## config.mk

```make
export PLATFORM = sky130hd
export DESIGN_NAME = alu_seq_flat
export DESIGN_NICKNAME = d
export VERILOG_FILES = /design/src/rtl/alu_seq_if.sv /design/src/rtl/alu_seq.sv /design/src/flat_wrapper.sv
export SDC_FILE = /design/constraint.sdc
export NUM_CORES = 1
export LEC_CHECK = 0
export BUFFER_PORTS_ARGS = -buffer_cell sky130_fd_sc_hd__buf_4
export CAP_MARGIN = 40
export CORE_AREA = 10 10 91 93
export CTS_CLUSTER_DIAMETER = 60
export DETAILED_ROUTE_END_ITERATION = 10
export DIE_AREA = 0 0 101 103
export GPL_TIMING_DRIVEN = 0
export PLACE_DENSITY = 0.95
export SYNTH_ARGS = -nofsm -noshare
export SYNTH_HDL_FRONTEND = slang
export SYNTH_SLANG_ARGS = --single-unit
```

## constraint.sdc

```tcl
create_clock -name clk -period 2.9 [get_ports clk]
set_input_delay 0.145 -clock clk [delete_from_list [all_inputs] [get_ports clk]]
set_output_delay 0.145 -clock clk [all_outputs]
set_load 0.1 [all_outputs]
```

## src/rtl/alu_seq_if.sv

```systemverilog
// Bundle of fetch/decode handshake, register-file and ALU signals for alu_seq.
// slave = sequencer side, master = core/environment side.
interface alu_seq_if;
  logic [15:0] insn;
  logic        insn_valid;
  logic        insn_ready;
  logic        done;
  logic        err;
  logic [4:0]  rf_raddr;
  logic [7:0]  rf_rdata;
  logic        rf_we;
  logic [4:0]  rf_waddr;
  logic [7:0]  rf_wdata;
  logic [4:0]  alu_mode;
  logic [7:0]  alu_d;
  logic [7:0]  alu_r;
  logic [7:0]  alu_s;
  logic [15:0] alu_op1w;
  logic [7:0]  alu_R;
  logic [7:0]  alu_S;
  logic [15:0] alu_resw;
  logic [7:0]  sreg;
  logic        sreg_ld;
  logic [7:0]  sreg_din;

  modport slave (
    input  insn, insn_valid, rf_rdata, alu_R, alu_S, alu_resw, sreg_ld, sreg_din,
    output insn_ready, done, err, rf_raddr, rf_we, rf_waddr, rf_wdata,
           alu_mode, alu_d, alu_r, alu_s, alu_op1w, sreg
  );

  modport master (
    output insn, insn_valid, rf_rdata, alu_R, alu_S, alu_resw, sreg_ld, sreg_din,
    input  insn_ready, done, err, rf_raddr, rf_we, rf_waddr, rf_wdata,
           alu_mode, alu_d, alu_r, alu_s, alu_op1w, sreg
  );
endinterface

```

## src/rtl/alu_seq.sv

```systemverilog
// Multi-cycle AVR register-arithmetic sequencer: decode, operand fetch over a
// synchronous-read register file, ALU drive, writeback and SREG ownership.
module alu_seq #(
  parameter logic [7:0] SREG_RST = 8'h00
) (
  input logic  clk,
  input logic  rst_n,
  alu_seq_if.slave bus
);

  typedef enum logic [2:0] {IDLE, FETCH_D, FETCH_R, EXEC, WB_HI, ERR} state_t;
  typedef enum logic [1:0] {C_TWO, C_LDI, C_ONE, C_WIDE} cls_t;

  state_t     r_state, w_next;
  cls_t       r_cls, w_cls;
  logic [4:0] r_mode, w_mode;
  logic [4:0] r_rd, w_rd;
  logic [4:0] r_rr, w_rr;
  logic [7:0] r_k, w_k;
  logic       r_nowb, w_nowb;
  logic       w_sup;
  logic       w_accept;
  logic [7:0] r_sreg;
  logic [7:0] r_d_q;
  logic [7:0] r_hi_q;

  always_comb begin
    w_sup  = 1'b1;
    w_cls  = C_TWO;
    w_mode = 5'd0;
    w_rd   = bus.insn[8:4];
    w_rr   = {bus.insn[9], bus.insn[3:0]};
    w_k    = 8'h00;
    w_nowb = 1'b0;
    if (bus.insn[15:12] == 4'b1110) begin
      w_cls = C_LDI;
      w_rd  = {1'b1, bus.insn[7:4]};
      w_k   = {bus.insn[11:8], bus.insn[3:0]};
    end else if (bus.insn[15:9] == 7'b1001010) begin
      w_cls = C_ONE;
      case (bus.insn[3:0])
        4'h0:    w_mode = 5'd12;
        4'h1:    w_mode = 5'd13;
        4'h2:    w_mode = 5'd14;
        4'h3:    w_mode = 5'd15;
        4'h5:    w_mode = 5'd16;
        4'h6:    w_mode = 5'd17;
        4'h7:    w_mode = 5'd18;
        4'hA:    w_mode = 5'd19;
        default: w_sup  = 1'b0;
      endcase
    end else if (bus.insn[15:9] == 7'b1001011) begin
      // ADIW/SBIW operate on the even register of pairs r24..r31
      w_cls  = C_WIDE;
      w_mode = bus.insn[8] ? 5'd21 : 5'd20;
      w_rd   = {2'b11, bus.insn[5:4], 1'b0};
      w_k    = {2'b00, bus.insn[7:6], bus.insn[3:0]};
    end else begin
      case (bus.insn[15:10])
        6'b000001: begin w_mode = 5'd1; w_nowb = 1'b1; end
        6'b000010: w_mode = 5'd2;
        6'b000011: w_mode = 5'd3;
        6'b000101: begin w_mode = 5'd5; w_nowb = 1'b1; end
        6'b000110: w_mode = 5'd6;
        6'b000111: w_mode = 5'd7;
        6'b001000: w_mode = 5'd8;
        6'b001001: w_mode = 5'd9;
        6'b001010: w_mode = 5'd10;
        6'b001011: w_mode = 5'd0;
        default:   w_sup  = 1'b0;
      endcase
    end
  end

  always_comb begin
    w_next         = r_state;
    w_accept       = 1'b0;
    bus.insn_ready = 1'b0;
    bus.done       = 1'b0;
    bus.err        = 1'b0;
    bus.rf_raddr   = 5'd0;
    bus.rf_we      = 1'b0;
    bus.rf_waddr   = 5'd0;
    bus.rf_wdata   = 8'h00;
    bus.alu_mode   = 5'd0;
    bus.alu_d      = 8'h00;
    bus.alu_r      = 8'h00;
    bus.alu_s      = r_sreg;
    bus.alu_op1w   = 16'h0000;
    case (r_state)
      IDLE: begin
        bus.insn_ready = 1'b1;
        if (bus.insn_valid) begin
          w_accept = 1'b1;
          if (!w_sup)              w_next = ERR;
          else if (w_cls == C_LDI) w_next = EXEC;
          else                     w_next = FETCH_D;
        end
      end
      FETCH_D: begin
        bus.rf_raddr = r_rd;
        w_next       = FETCH_R;
      end
      FETCH_R: begin
        if (r_cls == C_TWO)       bus.rf_raddr = r_rr;
        else if (r_cls == C_WIDE) bus.rf_raddr = r_rd + 5'd1;
        else                      bus.rf_raddr = r_rd;
        w_next = EXEC;
      end
      EXEC: begin
        bus.alu_mode = r_mode;
        bus.alu_d    = r_d_q;
        bus.alu_r    = (r_cls == C_LDI || r_cls == C_WIDE) ? r_k : bus.rf_rdata;
        bus.alu_op1w = {bus.rf_rdata, r_d_q};
        bus.rf_we    = !r_nowb;
        bus.rf_waddr = r_rd;
        bus.rf_wdata = (r_cls == C_WIDE) ? bus.alu_resw[7:0] : bus.alu_R;
        if (r_cls == C_WIDE) begin
          w_next = WB_HI;
        end else begin
          bus.done = 1'b1;
          w_next   = IDLE;
        end
      end
      WB_HI: begin
        bus.rf_we    = 1'b1;
        bus.rf_waddr = r_rd + 5'd1;
        bus.rf_wdata = r_hi_q;
        bus.done     = 1'b1;
        w_next       = IDLE;
      end
      ERR: begin
        bus.err = 1'b1;
        w_next  = IDLE;
      end
      default: w_next = IDLE;
    endcase
  end

  always_ff @(posedge clk or negedge rst_n) begin
    if (!rst_n) begin
      r_state <= IDLE;
      r_cls   <= C_TWO;
      r_mode  <= 5'd0;
      r_rd    <= 5'd0;
      r_rr    <= 5'd0;
      r_k     <= 8'h00;
      r_nowb  <= 1'b0;
      r_sreg  <= SREG_RST;
    end else begin
      r_state <= w_next;
      if (w_accept) begin
        r_cls  <= w_cls;
        r_mode <= w_mode;
        r_rd   <= w_rd;
        r_rr   <= w_rr;
        r_k    <= w_k;
        r_nowb <= w_nowb;
      end
      // ALU flag update takes priority over the external load
      if (r_state == EXEC)  r_sreg <= bus.alu_S;
      else if (bus.sreg_ld) r_sreg <= bus.sreg_din;
    end
  end

  always_ff @(posedge clk) begin
    if (r_state == FETCH_R) r_d_q  <= bus.rf_rdata;
    if (r_state == EXEC)    r_hi_q <= bus.alu_resw[15:8];
  end

  assign bus.sreg = r_sreg;

endmodule

```

## src/flat_wrapper.sv

```systemverilog
// flat-port wrapper written by rule: the top's interface ports become plain ports
module alu_seq_flat 
#(
  parameter logic [7:0] SREG_RST = 8'h00
)
  (clk, rst_n, bus_insn, bus_insn_valid, bus_rf_rdata, bus_alu_R, bus_alu_S, bus_alu_resw, bus_sreg_ld, bus_sreg_din, bus_insn_ready, bus_done, bus_err, bus_rf_raddr, bus_rf_we, bus_rf_waddr, bus_rf_wdata, bus_alu_mode, bus_alu_d, bus_alu_r, bus_alu_s, bus_alu_op1w, bus_sreg);
  alu_seq_if bus_i ();
  input logic clk;
  input logic rst_n;
  input wire logic [$bits(bus_i.insn)-1:0] bus_insn;
  input wire logic [$bits(bus_i.insn_valid)-1:0] bus_insn_valid;
  input wire logic [$bits(bus_i.rf_rdata)-1:0] bus_rf_rdata;
  input wire logic [$bits(bus_i.alu_R)-1:0] bus_alu_R;
  input wire logic [$bits(bus_i.alu_S)-1:0] bus_alu_S;
  input wire logic [$bits(bus_i.alu_resw)-1:0] bus_alu_resw;
  input wire logic [$bits(bus_i.sreg_ld)-1:0] bus_sreg_ld;
  input wire logic [$bits(bus_i.sreg_din)-1:0] bus_sreg_din;
  output wire logic [$bits(bus_i.insn_ready)-1:0] bus_insn_ready;
  output wire logic [$bits(bus_i.done)-1:0] bus_done;
  output wire logic [$bits(bus_i.err)-1:0] bus_err;
  output wire logic [$bits(bus_i.rf_raddr)-1:0] bus_rf_raddr;
  output wire logic [$bits(bus_i.rf_we)-1:0] bus_rf_we;
  output wire logic [$bits(bus_i.rf_waddr)-1:0] bus_rf_waddr;
  output wire logic [$bits(bus_i.rf_wdata)-1:0] bus_rf_wdata;
  output wire logic [$bits(bus_i.alu_mode)-1:0] bus_alu_mode;
  output wire logic [$bits(bus_i.alu_d)-1:0] bus_alu_d;
  output wire logic [$bits(bus_i.alu_r)-1:0] bus_alu_r;
  output wire logic [$bits(bus_i.alu_s)-1:0] bus_alu_s;
  output wire logic [$bits(bus_i.alu_op1w)-1:0] bus_alu_op1w;
  output wire logic [$bits(bus_i.sreg)-1:0] bus_sreg;
  assign bus_i.insn = bus_insn;
  assign bus_i.insn_valid = bus_insn_valid;
  assign bus_i.rf_rdata = bus_rf_rdata;
  assign bus_i.alu_R = bus_alu_R;
  assign bus_i.alu_S = bus_alu_S;
  assign bus_i.alu_resw = bus_alu_resw;
  assign bus_i.sreg_ld = bus_sreg_ld;
  assign bus_i.sreg_din = bus_sreg_din;
  assign bus_insn_ready = bus_i.insn_ready;
  assign bus_done = bus_i.done;
  assign bus_err = bus_i.err;
  assign bus_rf_raddr = bus_i.rf_raddr;
  assign bus_rf_we = bus_i.rf_we;
  assign bus_rf_waddr = bus_i.rf_waddr;
  assign bus_rf_wdata = bus_i.rf_wdata;
  assign bus_alu_mode = bus_i.alu_mode;
  assign bus_alu_d = bus_i.alu_d;
  assign bus_alu_r = bus_i.alu_r;
  assign bus_alu_s = bus_i.alu_s;
  assign bus_alu_op1w = bus_i.alu_op1w;
  assign bus_sreg = bus_i.sreg;
  alu_seq #(.SREG_RST(SREG_RST)) u_core (.clk(clk), .rst_n(rst_n), .bus(bus_i));
endmodule
```

# After elaboration in Yosys (flattened, before gate mapping)
# Cells that the tools add are included.
# Widths: inputs -> output; s select.
totals:
  out_inout_bits: 75
  in_bits: 68
  reg_bits: 53
op_classes:
  reduce_logical: 9
  n_addsub: 1
  eq_ne: 29
  mux: 49
op_table:
  columns: ["op", "n"]
  rows:
  - ["$mux 8", 8]
  - ["$mux 5", 9]
  - ["$pmux 5 s8", 1]
  - ["$pmux 4 s9", 1]
  - ["$eq 6x4->1 const B", 4]
  - ["$pmux 5 s2", 2]
  - ["$eq 6x3->1 const B", 3]
  - ["$mux 16", 1]
  - ["$pmux 8 s2", 1]
  - ["$mux 1", 15]
  - ["$eq 7x7->1 const B", 2]
  - ["$eq 4x3->1 const B", 3]
  - ["$eq 6x2->1 const B", 2]
  - ["$pmux 3 s4", 1]
  - ["$reduce_or 10->1", 1]
  - ["$mux 3", 3]
  - ["$eq 4x2->1 const B", 2]
  - ["$eq 4x4->1 const B", 2]
  - ["$mux 2", 4]
  - ["$reduce_or 8->1", 1]
  - ["$eq 3x2->1 const B", 2]
  - ["$eq 3x3->1 const B", 2]
  - ["$eq 6x1->1 const B", 1]
  - ["$mux 6", 1]
  - ["other kinds (14)", 16]

# Longest topological paths before layout
# Gate-level depths: netlist of the first run.
logic_depth:
  word_depth: 9
  depth_mapped: 6
  depth_no_buf: 5

# Least setup slack after synthesis of the first run
# No wires, ideal clock.
synth_timing:
  path_kind: "reg2out"
  startpoint: "register u_core.r_state[0]"
  endpoint: "output port bus_rf_waddr[2]"
  setup_slack_ns: -0.426
  n_path_buf: 2
  arrival_ns: 3.181
  required_time_ns: 2.755
  stages_incl_launch_ff: 6
  cell_sequence: "dfrtp_1 clkbuf_1 nor3b_1 buf_2 nand2_1 o21ai_0"
synth_via:
  elab_chain_len: 2
  word_cells_on_any_way: 3
  classes_between: "2 x eq/ne; 1 x mux"
synth_rtl:
  columns: ["element", "line", "source"]
  rows:
  - ["from (decl)", "alu_seq.sv:14", "state_t r_state, w_next;"]
  - ["from (signal assigned)", "alu_seq.sv:151", "r_state <= w_next;"]
  - ["$eq 3x3->1 or $eq 3x2->1 (tied branches)", "alu_seq.sv:90", "case (r_state)"]
  - ["$pmux 5 s2 *", "alu_seq.sv:90", null]
  - ["to (decl)", "flat_wrapper.sv:23", "output wire logic [$bits(bus_i.rf_waddr)-1:0] bus_rf_waddr;"]
# Mark *: on every way between the ends. The rest lies on a longest branch, timed or not.

# Worst setup path after layout of the first run
layout_timing:
  startpoint: "register u_core.r_state[2]"
  endpoint: "output port bus_alu_op1w[1]"
layout_via:
  elab_chain_len: 2
layout_rtl:
  columns: ["element", "line", "source"]
  rows:
  - ["$eq 3x2->1", "alu_seq.sv:90", null]
  - ["$mux 16", "alu_seq.sv:90", null]
  - ["to (decl)", "flat_wrapper.sv:29", "output wire logic [$bits(bus_i.alu_op1w)-1:0] bus_alu_op1w;"]
# No other way between the ends.

==> Implementation_results.wiki, run 1 <==
{| class="wikitable"
! Metric !! Value
|-
| Placed wire-length estimate || 8694 um
|-
| Result of the run || complete, no violations
|-
| Top Ports || 143
|-
| Drt first-iter violations || 213
|-
| Worst endpoint data arrival time || 2.44 ns
|-
| Most frequently used flop master after synthesis || dfrtp_1
|-
| Routed wire length per instance || 19.06 um
|-
| Slew HR || 62.04%
|-
| Final setup viols || 0
|-
| Count of pins over their slew limit || 0
|-
| Sequential fraction of the synthesis area || 43.08%
|-
| Unrepaired setup endpoints after global routing || false
|-
| Vertical die dimension || 103 um
|-
| Average cell area after synthesis || 9.093 um^2
|-
| Crit path capture type || output port
|-
| Floorplan row count || 30
|-
| # H-tree levels || 2
|-
| CTS Root Cell || clkbuf_8
|-
| Total standard cell area after synthesis || 3264 um^2
|-
| Area growth, synth to finish || 40.02%
|-
| Initial antenna violation count || 0
|-
| Number of I/O port buffers || 138
|-
| Post-Route Hold Slack || 0.01402 ns
|-
| Total core area || 6569 um^2
|-
| Detailed-route wire length || 11270 um
|-
| Die width || 101 um
|-
| Critical path launch point type || flip-flop
|-
| Global placer's final weighted congestion || 0.9121
|-
| Met3 usage in global routing || 5.362%
|-
| Via count of the first global-routing pass || 3378
|-
| Highest-count cells in the layout ignoring fill and taps || 154 x buf_4, 56 x nand2_1, 37 x dfrtp_1
|-
| Commonest non-fill, non-tap cell in the layout || buf_4
|-
| Total iterations of the first detailed-routing run || 5
|-
| Number of antenna cells inserted || 0
|-
| Number of vias after detailed routing || 3316
|-
| Highest clock rate || 386.4 MHz
|-
| Count of cell types in the netlist || 53
|-
| Global route hottest layer || met2
|-
| Average vias per placed instance || 5.611
|-
| Clock transition at path regs || 0.09 ns
|-
| Synthesized Nets || 428
|-
| Net count, final || 579
|-
| Wire length of the first global-routing pass || 17250 um
|-
| Instance count of the mapped netlist || 359
|-
| Antenna Violating Nets Remaining || 0
|-
| Synthesis warning total || 0
|-
| GR Layer Usage met1 || 22.11%
|-
| Placed cell count || 577
|-
| GR met2 Demand/Resource || 37.74%
|-
| Final clock skew || 0.005549 ns
|-
| Async S/R FF share, synth || 69.81%
|-
| Final Hold Fails || 0
|-
| Clock Latency Late Sink || 0.31 ns
|-
| Initial Util || 49.70%
|-
| Total global routing overflow || 0
|-
| Classification of the worst setup path || flip-flop to output port
|-
| # clock sinks || 53
|-
| Pin count of the biggest net entering global routing || 38
|-
| Actual transition at the worst max-transition pin || 0.5694 ns
|-
| Fraction of the cycle the final worst path needs || 89.25%
|-
| Hold crit path type || input port to flip-flop
|-
| Buffer depth of the longest clock path || 2
|-
| Area of the die || 10400 um^2
|-
| TritonCTS buffer count || 5
|-
| Fraction of final layout cells sized beyond drive strength 1 || 36.59%
|-
| Cell Count, Final, Fillers Out || 591
|-
| Fillers || 520
|-
| Largest fanout of any net on the critical path || 17
|-
| TritonCTS clock tree || yes
|-
| Number of flops mapped to enable cells by yosys || 16
|-
| Fin util || 69.58%
|-
| Final routed DRC violation total || 0
|-
| Endpoint required time on the critical path || 2.76 ns
|-
| GRT Overall Usage || 20.56%
|-
| Postcts setup bufs || 0
|-
| Total negative slack for setup checks || 0 ns
|-
| Number of flip-flops and latches in the synthesized netlist || 53
|-
| Max-cap violations || 0
|-
| Final worst path period need || 2.588 ns
|}
## worst max-delay path, stage by stage (launching register included)
cell and delay (ns):
dfrtp_1 0.41, nand3b_1 0.39, inv_1 0.33, buf_2 0.39
and2_1 0.22, buf_4 0.11, buf_4 0.28
## cells in the mapped netlist (all sizes together) (2+ instances only)
cell	number	area, um^2
nor3	4	30.03
and2	24	150.1
o31ai	3	22.52
nor3b	3	33.78
nand2	57	221.5
xnor2	3	26.28
o21ai	29	145.1
a22o	2	18.77
mux2	2	22.52
nor2b	4	25.02
nor2	28	105.1
o211ai	2	15.01
edfxtp	16	480.5
dfrtp	37	925.9
nand2b	3	18.77
and3b	2	18.77
mux2i	30	300.3
a21o	2	16.27
a211oi	3	22.52
a31oi	4	25.02
xor2	3	26.28
inv	7	26.28
a2111oi	2	30.03
nand4	4	25.02
a21oi	17	85.08
o21a	2	15.01
nor4b	3	26.28
nand3	7	35.03
buf	27	181.4
clkbuf	16	61.30
## layer usage
layer	routed length, um	vias to the layer above
met5	0	-
met4	321	0
met3	971	28
met2	5807	178
met1	4165	1572
li1	-	1538
## stage by stage
stage	instance area, um^2	setup slack, ns
global route	4571	0.1205
global placement	4408	0.6880
floorplan	3272	-0.2950
finish	4571	0.3118
CTS	4531	0.2934
detailed placement	4408	0.6399
## final timing paths
check	from	end	slack (ns)	cells after the start
hold reg to reg	u_core.r_k[6]	u_core.r_k[6]	0.48	2
hold / removal	bus_alu_resw[11]	u_core.r_hi_q[3]	0.01	1
setup reg to reg	u_core.r_state[2]	u_core.r_hi_q[1]	1.05	3
setup / recovery	u_core.r_state[2]	bus_alu_op1w[1]	0.31	6
max in group asynchronous	rst_n	u_core.r_rr[2]	2.24	2
min in group asynchronous	rst_n	u_core.bus.alu_s[1]	0.33	2
## what timing repair did
item	in CTS	in global routing
resized for setup	0	0
hold buffers	2	4
hold endpoints to repair	38	4
## registers in the layout, summed over array words and instances (netlist names)
register	count
u_core.r_cls	2
u_core.r_nowb	1
u_core.r_mode	5
u_core.r_k	8
u_core.r_rd	5
u_core.r_rr	5
u_core.r_state	3
u_core.r_hi_q	8
u_core.r_d_q	8
u_core.bus.alu_s	8
## cells by family (layout without fill, tap and decap cells)
family	after synthesis	in the layout	synth area share, %
fa+ha+maj	1	1	0.3832
buf+inv	50	202	8.241
flops	53	53	43.08
xor+xnor	6	6	1.610
simple gates	145	145	23.00
mux	32	32	9.889
compound gates	72	72	13.80
## layout make-up
type,instances,area [um^2],area share (%)
multi-input cells,256,1597,34.93
flip-flops and latches,53,1406,30.77
repair buffers,144,1096,23.98
plain buffers,43,242.7,5.311
well taps,80,100.1,2.190
clock buffers,7,97.59,2.135
inverters,7,26.28,0.5749
clock inverters,1,5.005,0.1095
Power of run 1 is left out: the tool's default activity adds up to more than one toggle a clock period on the data nets, which glitch-free logic cannot reach.
==> inputs of run 2 (changes only) <==
BUFFER_PORTS_ARGS = -buffer_cell sky130_fd_sc_hd__buf_2   (was -buffer_cell sky130_fd_sc_hd__buf_4)
HOLD_SLACK_MARGIN = 0.03   (was default)
==> run 2 against run 1 <==
- fmax shrank 4.4%
- non-clock buffer count grew 4
- sequential cell count unchanged
- global-route usage is 1.0 points lower
- first-iteration DRC count rose by 3.3%
- die area is the same
- final cell count up 0.68%
- via count down 0.66%
- critical path depth did not move
- core utilization down 4.4 points
- count of clock-buffer cells in the layout did not move
==> Implementation_results.wiki, run 2 (synthesized netlist as in run 1, its figures left out) <==
{| class="wikitable"
! Metric !! Value
|-
| Clock Latency Late Sink || 0.31 ns (about the same)
|-
| Max-cap violations || 0 (unchanged)
|-
| Postcts setup bufs || 0 (unchanged)
|-
| Unrepaired setup endpoints after global routing || false
|-
| TritonCTS clock tree || yes
|-
| Area growth, synth to finish || 31.08%
|-
| Worst endpoint data arrival time || 2.56 ns (+0.12 ns)
|-
| Commonest non-fill, non-tap cell in the layout || buf_2
|-
| Total iterations of the first detailed-routing run || 6 (+1)
|-
| Count of pins over their slew limit || 0 (unchanged)
|-
| Vertical die dimension || 103 um (unchanged)
|-
| Final routed DRC violation total || 0 (unchanged)
|-
| Average vias per placed instance || 5.536 (-1.3%)
|-
| Final worst path period need || 2.706 ns (+0.1181 ns)
|-
| Fraction of final layout cells sized beyond drive strength 1 || 36.31% (-0.28 points)
|-
| Actual transition at the worst max-transition pin || 0.8215 ns (+0.2521 ns)
|-
| Clock transition at path regs || 0.10 ns (about the same)
|-
| Buffer depth of the longest clock path || 2 (unchanged)
|-
| Highest-count cells in the layout ignoring fill and taps || 148 x buf_2, 56 x nand2_1, 37 x dfrtp_1
|-
| Fraction of the cycle the final worst path needs || 93.32% (+4.1 points)
|-
| Result of the run || complete, no violations
|-
| Wire length of the first global-routing pass || 16440 um (-4.7%)
|-
| # H-tree levels || 2 (unchanged)
|-
| # clock sinks || 53 (unchanged)
|-
| Area of the die || 10400 um^2 (unchanged)
|-
| Pin count of the biggest net entering global routing || 38 (unchanged)
|-
| Highest clock rate || 369.5 MHz (-4.4%)
|-
| Total global routing overflow || 0 (unchanged)
|-
| Initial Util || 49.70% (unchanged)
|-
| Hold crit path type || input port to flip-flop
|-
| Top Ports || 143 (unchanged)
|-
| Antenna Violating Nets Remaining || 0 (unchanged)
|-
| Number of vias after detailed routing || 3294 (-0.66%)
|-
| Number of antenna cells inserted || 0 (unchanged)
|-
| Number of I/O port buffers || 138 (unchanged)
|-
| Classification of the worst setup path || flip-flop to output port
|-
| GRT Overall Usage || 19.51% (-1.0 points)
|-
| CTS Root Cell || clkbuf_8
|-
| Final setup viols || 0 (unchanged)
|-
| Final Hold Fails || 0 (unchanged)
|-
| Slew HR || 45.23% (-17 points)
|-
| Critical path launch point type || flip-flop
|-
| Die width || 101 um (unchanged)
|-
| Largest fanout of any net on the critical path || 17 (unchanged)
|-
| Drt first-iter violations || 220 (+3.3%)
|-
| Initial antenna violation count || 0 (unchanged)
|-
| Fin util || 65.14% (-4.4 points)
|-
| Total core area || 6569 um^2 (unchanged)
|-
| Routed wire length per instance || 17.79 um (-6.7%)
|-
| Floorplan row count || 30 (unchanged)
|-
| Placed wire-length estimate || 7996 um (-8.0%)
|-
| Detailed-route wire length || 10580 um (-6.1%)
|-
| TritonCTS buffer count || 5 (unchanged)
|-
| Endpoint required time on the critical path || 2.76 ns (about the same)
|-
| Final clock skew || 0.01106 ns (+0.005509 ns)
|-
| Net count, final || 583 (+0.69%)
|-
| Global placer's final weighted congestion || 0.9254 (+1.5%)
|-
| Via count of the first global-routing pass || 3212 (-4.9%)
|-
| Crit path capture type || output port
|}
run 2: cell count changes in the layout (fill, tap and decap cells not counted), sizes merged:
cell         before  now
dlygate4sd3       6   10
bufinv            0    1
clkinv            1    0
run 2: final timing paths:
check	start	end	slack, ns	cells past startpoint
setup reg to reg	u_core.r_state[2]	u_core.r_hi_q[2]	1.04	3
max in group asynchronous	rst_n	u_core.r_mode[0]	1.92	2
min in group asynchronous	rst_n	u_core.bus.alu_s[0]	0.46	2
hold / removal	bus_rf_rdata[7]	u_core.r_d_q[7]	0.03	1
hold reg to reg	u_core.r_k[6]	u_core.r_k[6]	0.48	2
setup / recovery	u_core.r_state[2]	bus_alu_op1w[0]	0.19	6
run 2: final cells by class:
type,instances,area (um^2)
multi-input cells,256,1597
clock buffers,7,86.33
clock inverters,1,30.03
well taps,80,100.1
plain buffers,43,242.7
repair buffers,148,790.8
inverters,7,26.28
flip-flops and latches,53,1406
fillers,522,2290
run 2: critical path, cell delays in order, from the launching register on:
cell and delay [ns]:
dfrtp_1 0.42, nand3b_1 0.39, inv_1 0.33, buf_2 0.40, and2_1 0.20, buf_4 0.10, buf_2 0.41
run 2: through the flow:
step,std cells,setup slack (ns),hold slack (ns),TNS (ns),instance area (um^2)
3_5_place_dp,577,0.4719,0.2808,0,4063
2_1_floorplan,359,-0.2950,-0.1506,-2.339,3272
5_1_grt,595,0.02205,0.03124,0,4279
4_1_cts,594,0.1649,0.03454,0,4269
3_3_place_gp,577,0.5540,0.2631,0,4063
6_report,595,0.1937,0.03076,0,4279
run 2: what timing repair did:
item                                   in CTS  in global routing
setup endpoints to repair                   0                  0
hold buffers                                9                  1
endpoints found under the hold margin      45                  1
gates resized for setup                     0                  0
run 2: layer usage:
layer / GRT usage, % / vias to the layer above / share of wire, %
met1: 22.15 / 1552 / 38
met3: 6.300 / 28 / 9.6
met4: 7.074 / 0 / 2.4
li1: - / 1544 / -
met5: 0 / - / 0
met2: 33.61 / 170 / 50
Power of run 2 is left out for the same reason.
==> inputs of run 3 (changes only) <==
RECOVER_POWER = 50   (was default)
==> run 3 against run 2 <==
- the run now ends with max-capacitance violations, max-slew violations left
- register-to-register slack got worse by 0.05 ns
- sequential cell count did not move
- core utilization fell by 0.72 points
- sequential share of layout area rose by 0.37 points
- non-clock buffer count did not move
- final cell count did not move
- via count rose by 0.70%
- wire length rose by 0.64%
- count of clock-buffer cells in the layout did not move
- setup slack improved by 0.0014 ns
- die area did not move
- critical path depth did not move
- critical endpoint unchanged
==> Implementation_results.wiki, run 3 (synthesized netlist as in run 1, its figures left out) <==
{| class="wikitable"
! Metric !! Value
|-
| Final clock skew || 0.01139 ns (+0.0003371 ns)
|-
| Final setup viols || 0 (unchanged)
|-
| Total iterations of the first detailed-routing run || 5 (-1)
|-
| Clock Latency Late Sink || 0.31 ns (about the same)
|-
| Area growth, synth to finish || 29.63%
|-
| TritonCTS buffer count || 5 (unchanged)
|-
| Failing checks || max-capacitance violations, max-slew violations
|-
| Die width || 101 um (unchanged)
|-
| Hold crit path type || input port to flip-flop
|-
| Commonest non-fill, non-tap cell in the layout || buf_2
|-
| Max-cap violations || 1 (+1)
|-
| Worst endpoint data arrival time || 2.56 ns (about the same)
|-
| Drt first-iter violations || 255 (+16%)
|-
| Pin count of the biggest net entering global routing || 38 (unchanged)
|-
| Initial Util || 49.70% (unchanged)
|-
| Final Hold Fails || 0 (unchanged)
|-
| Floorplan row count || 30 (unchanged)
|-
| Wire length of the first global-routing pass || 16440 um (unchanged)
|-
| Crit path capture type || output port
|-
| Final worst path period need || 2.705 ns (-0.001445 ns)
|-
| TritonCTS clock tree || yes
|-
| Final routed DRC violation total || 0 (unchanged)
|-
| Top Ports || 143 (unchanged)
|-
| Endpoint required time on the critical path || 2.76 ns (about the same)
|-
| Area of the die || 10400 um^2 (unchanged)
|-
| Placed wire-length estimate || 7996 um (unchanged)
|-
| Postcts setup bufs || 0 (unchanged)
|-
| Total core area || 6569 um^2 (unchanged)
|-
| Average vias per placed instance || 5.575 (+0.70%)
|-
| Total negative slack for setup checks || 0 ns (unchanged)
|-
| Fraction of the cycle the final worst path needs || 93.27% (about the same)
|-
| Critical path launch point type || flip-flop
|-
| Buffer depth of the longest clock path || 2 (unchanged)
|-
| # H-tree levels || 2 (unchanged)
|-
| Routed wire length per instance || 17.90 um (+0.64%)
|-
| Highest clock rate || 369.7 MHz (about the same)
|-
| Vertical die dimension || 103 um (unchanged)
|-
| # clock sinks || 53 (unchanged)
|-
| Antenna Violating Nets Remaining || 0 (unchanged)
|-
| Fillers || 545 (+4.4%)
|-
| Result of the run || complete, but fails checks
|-
| Total global routing overflow || 0 (unchanged)
|-
| Slew HR || -32.05% (-77 points)
|-
| Classification of the worst setup path || flip-flop to output port
|-
| Largest fanout of any net on the critical path || 17 (unchanged)
|-
| Initial antenna violation count || 0 (unchanged)
|-
| GRT Overall Usage || 19.51% (unchanged)
|-
| Clock transition at path regs || 0.09 ns (about the same)
|-
| CTS Root Cell || clkbuf_8
|-
| Number of antenna cells inserted || 0 (unchanged)
|-
| Fraction of final layout cells sized beyond drive strength 1 || 30.29% (-6.0 points)
|-
| Number of I/O port buffers || 138 (unchanged)
|-
| Detailed-route wire length || 10650 um (+0.64%)
|-
| Actual transition at the worst max-transition pin || 1.981 ns (+1.159 ns)
|-
| Unrepaired setup endpoints after global routing || false
|-
| Highest-count cells in the layout ignoring fill and taps || 119 x buf_2, 56 x nand2_1, 45 x clkbuf_1
|-
| Via count of the first global-routing pass || 3212 (unchanged)
|-
| Global placer's final weighted congestion || 0.9254 (unchanged)
|-
| Count of pins over their slew limit || 38 (+38)
|-
| Net count, final || 583 (unchanged)
|-
| Number of vias after detailed routing || 3317 (+0.70%)
|}
[run 3: changes by cell type in the layout (fill, tap and decap cells not counted)]
cell	change
nor3_1	+1
and2_1	-1
clkbuf_1	+29
a2111oi_0	+1
a2111oi_2	-1
and2_0	+1
nor3_2	-1
buf_2	-29
[run 3: final timing paths]
kind                                  endpoint               from  cells past startpoint  slack, ns
setup / recovery               bus_alu_op1w[0]  u_core.r_state[2]                      6       0.20
hold / removal                 u_core.r_d_q[2]    bus_rf_rdata[2]                      1       0.05
setup reg to reg                 u_core.r_k[1]  u_core.r_state[1]                      5       0.99
hold reg to reg                  u_core.r_k[6]      u_core.r_k[6]                      2       0.48
max in group asynchronous       u_core.r_rd[3]              rst_n                      2       0.84
min in group asynchronous  u_core.bus.alu_s[0]              rst_n                      2       0.92
[run 3: what timing repair did]
action / in CTS / in global routing
hold endpoints to repair: 45 / 1
gates resized for setup: 0 / 0
hold buffers: 9 / 1
[run 3: metrics by stage]
stage / worst slack, ns / hold slack [ns] / utilization (%) / instances / instance area [um^2]
finish: 0.1951 / 0.05211 / 64.42 / 595 / 4232
global placement: 0.5540 / 0.2631 / 61.85 / 577 / 4063
global route: 0.02499 / 0.07072 / 64.42 / 595 / 4232
CTS: 0.1649 / 0.03454 / 64.99 / 594 / 4269
detailed placement: 0.4719 / 0.2808 / 61.85 / 577 / 4063
floorplan: -0.2950 / -0.1506 / - / 359 / 3272
[run 3: routing by layer]
layer  vias to the layer above  share of wire, %  GRT usage, %
met5                         -                 0             0
met4                         0               2.3         7.074
met3                        25                11         6.300
met2                       184                49         33.61
met1                      1566                38         22.15
li1                       1542                 -             -
[run 3: layout make-up]
| cell class | instances | area, um^2 | share of cell area (%) |
|---|---|---|---|
| Clock buffer | 7 | 86.33 | 2.040 |
| Clock inverter | 1 | 30.03 | 0.7096 |
| Sequential cell | 53 | 1406 | 33.23 |
| Timing Repair Buffer | 148 | 755.7 | 17.86 |
| Buffer | 43 | 241.5 | 5.707 |
| Tap cell | 80 | 100.1 | 2.365 |
| Inverter | 7 | 26.28 | 0.6209 |
| Multi-Input combinational cell | 256 | 1585 | 37.46 |
[run 3: worst max-delay path: stages (launching register included)]
cell and delay, ns:
dfrtp_1 0.42, nand3b_1 0.39, inv_1 0.33, buf_2 0.39, and2_1 0.20, buf_4 0.10
buf_2 0.41
Power of run 3 is left out for the same reason.
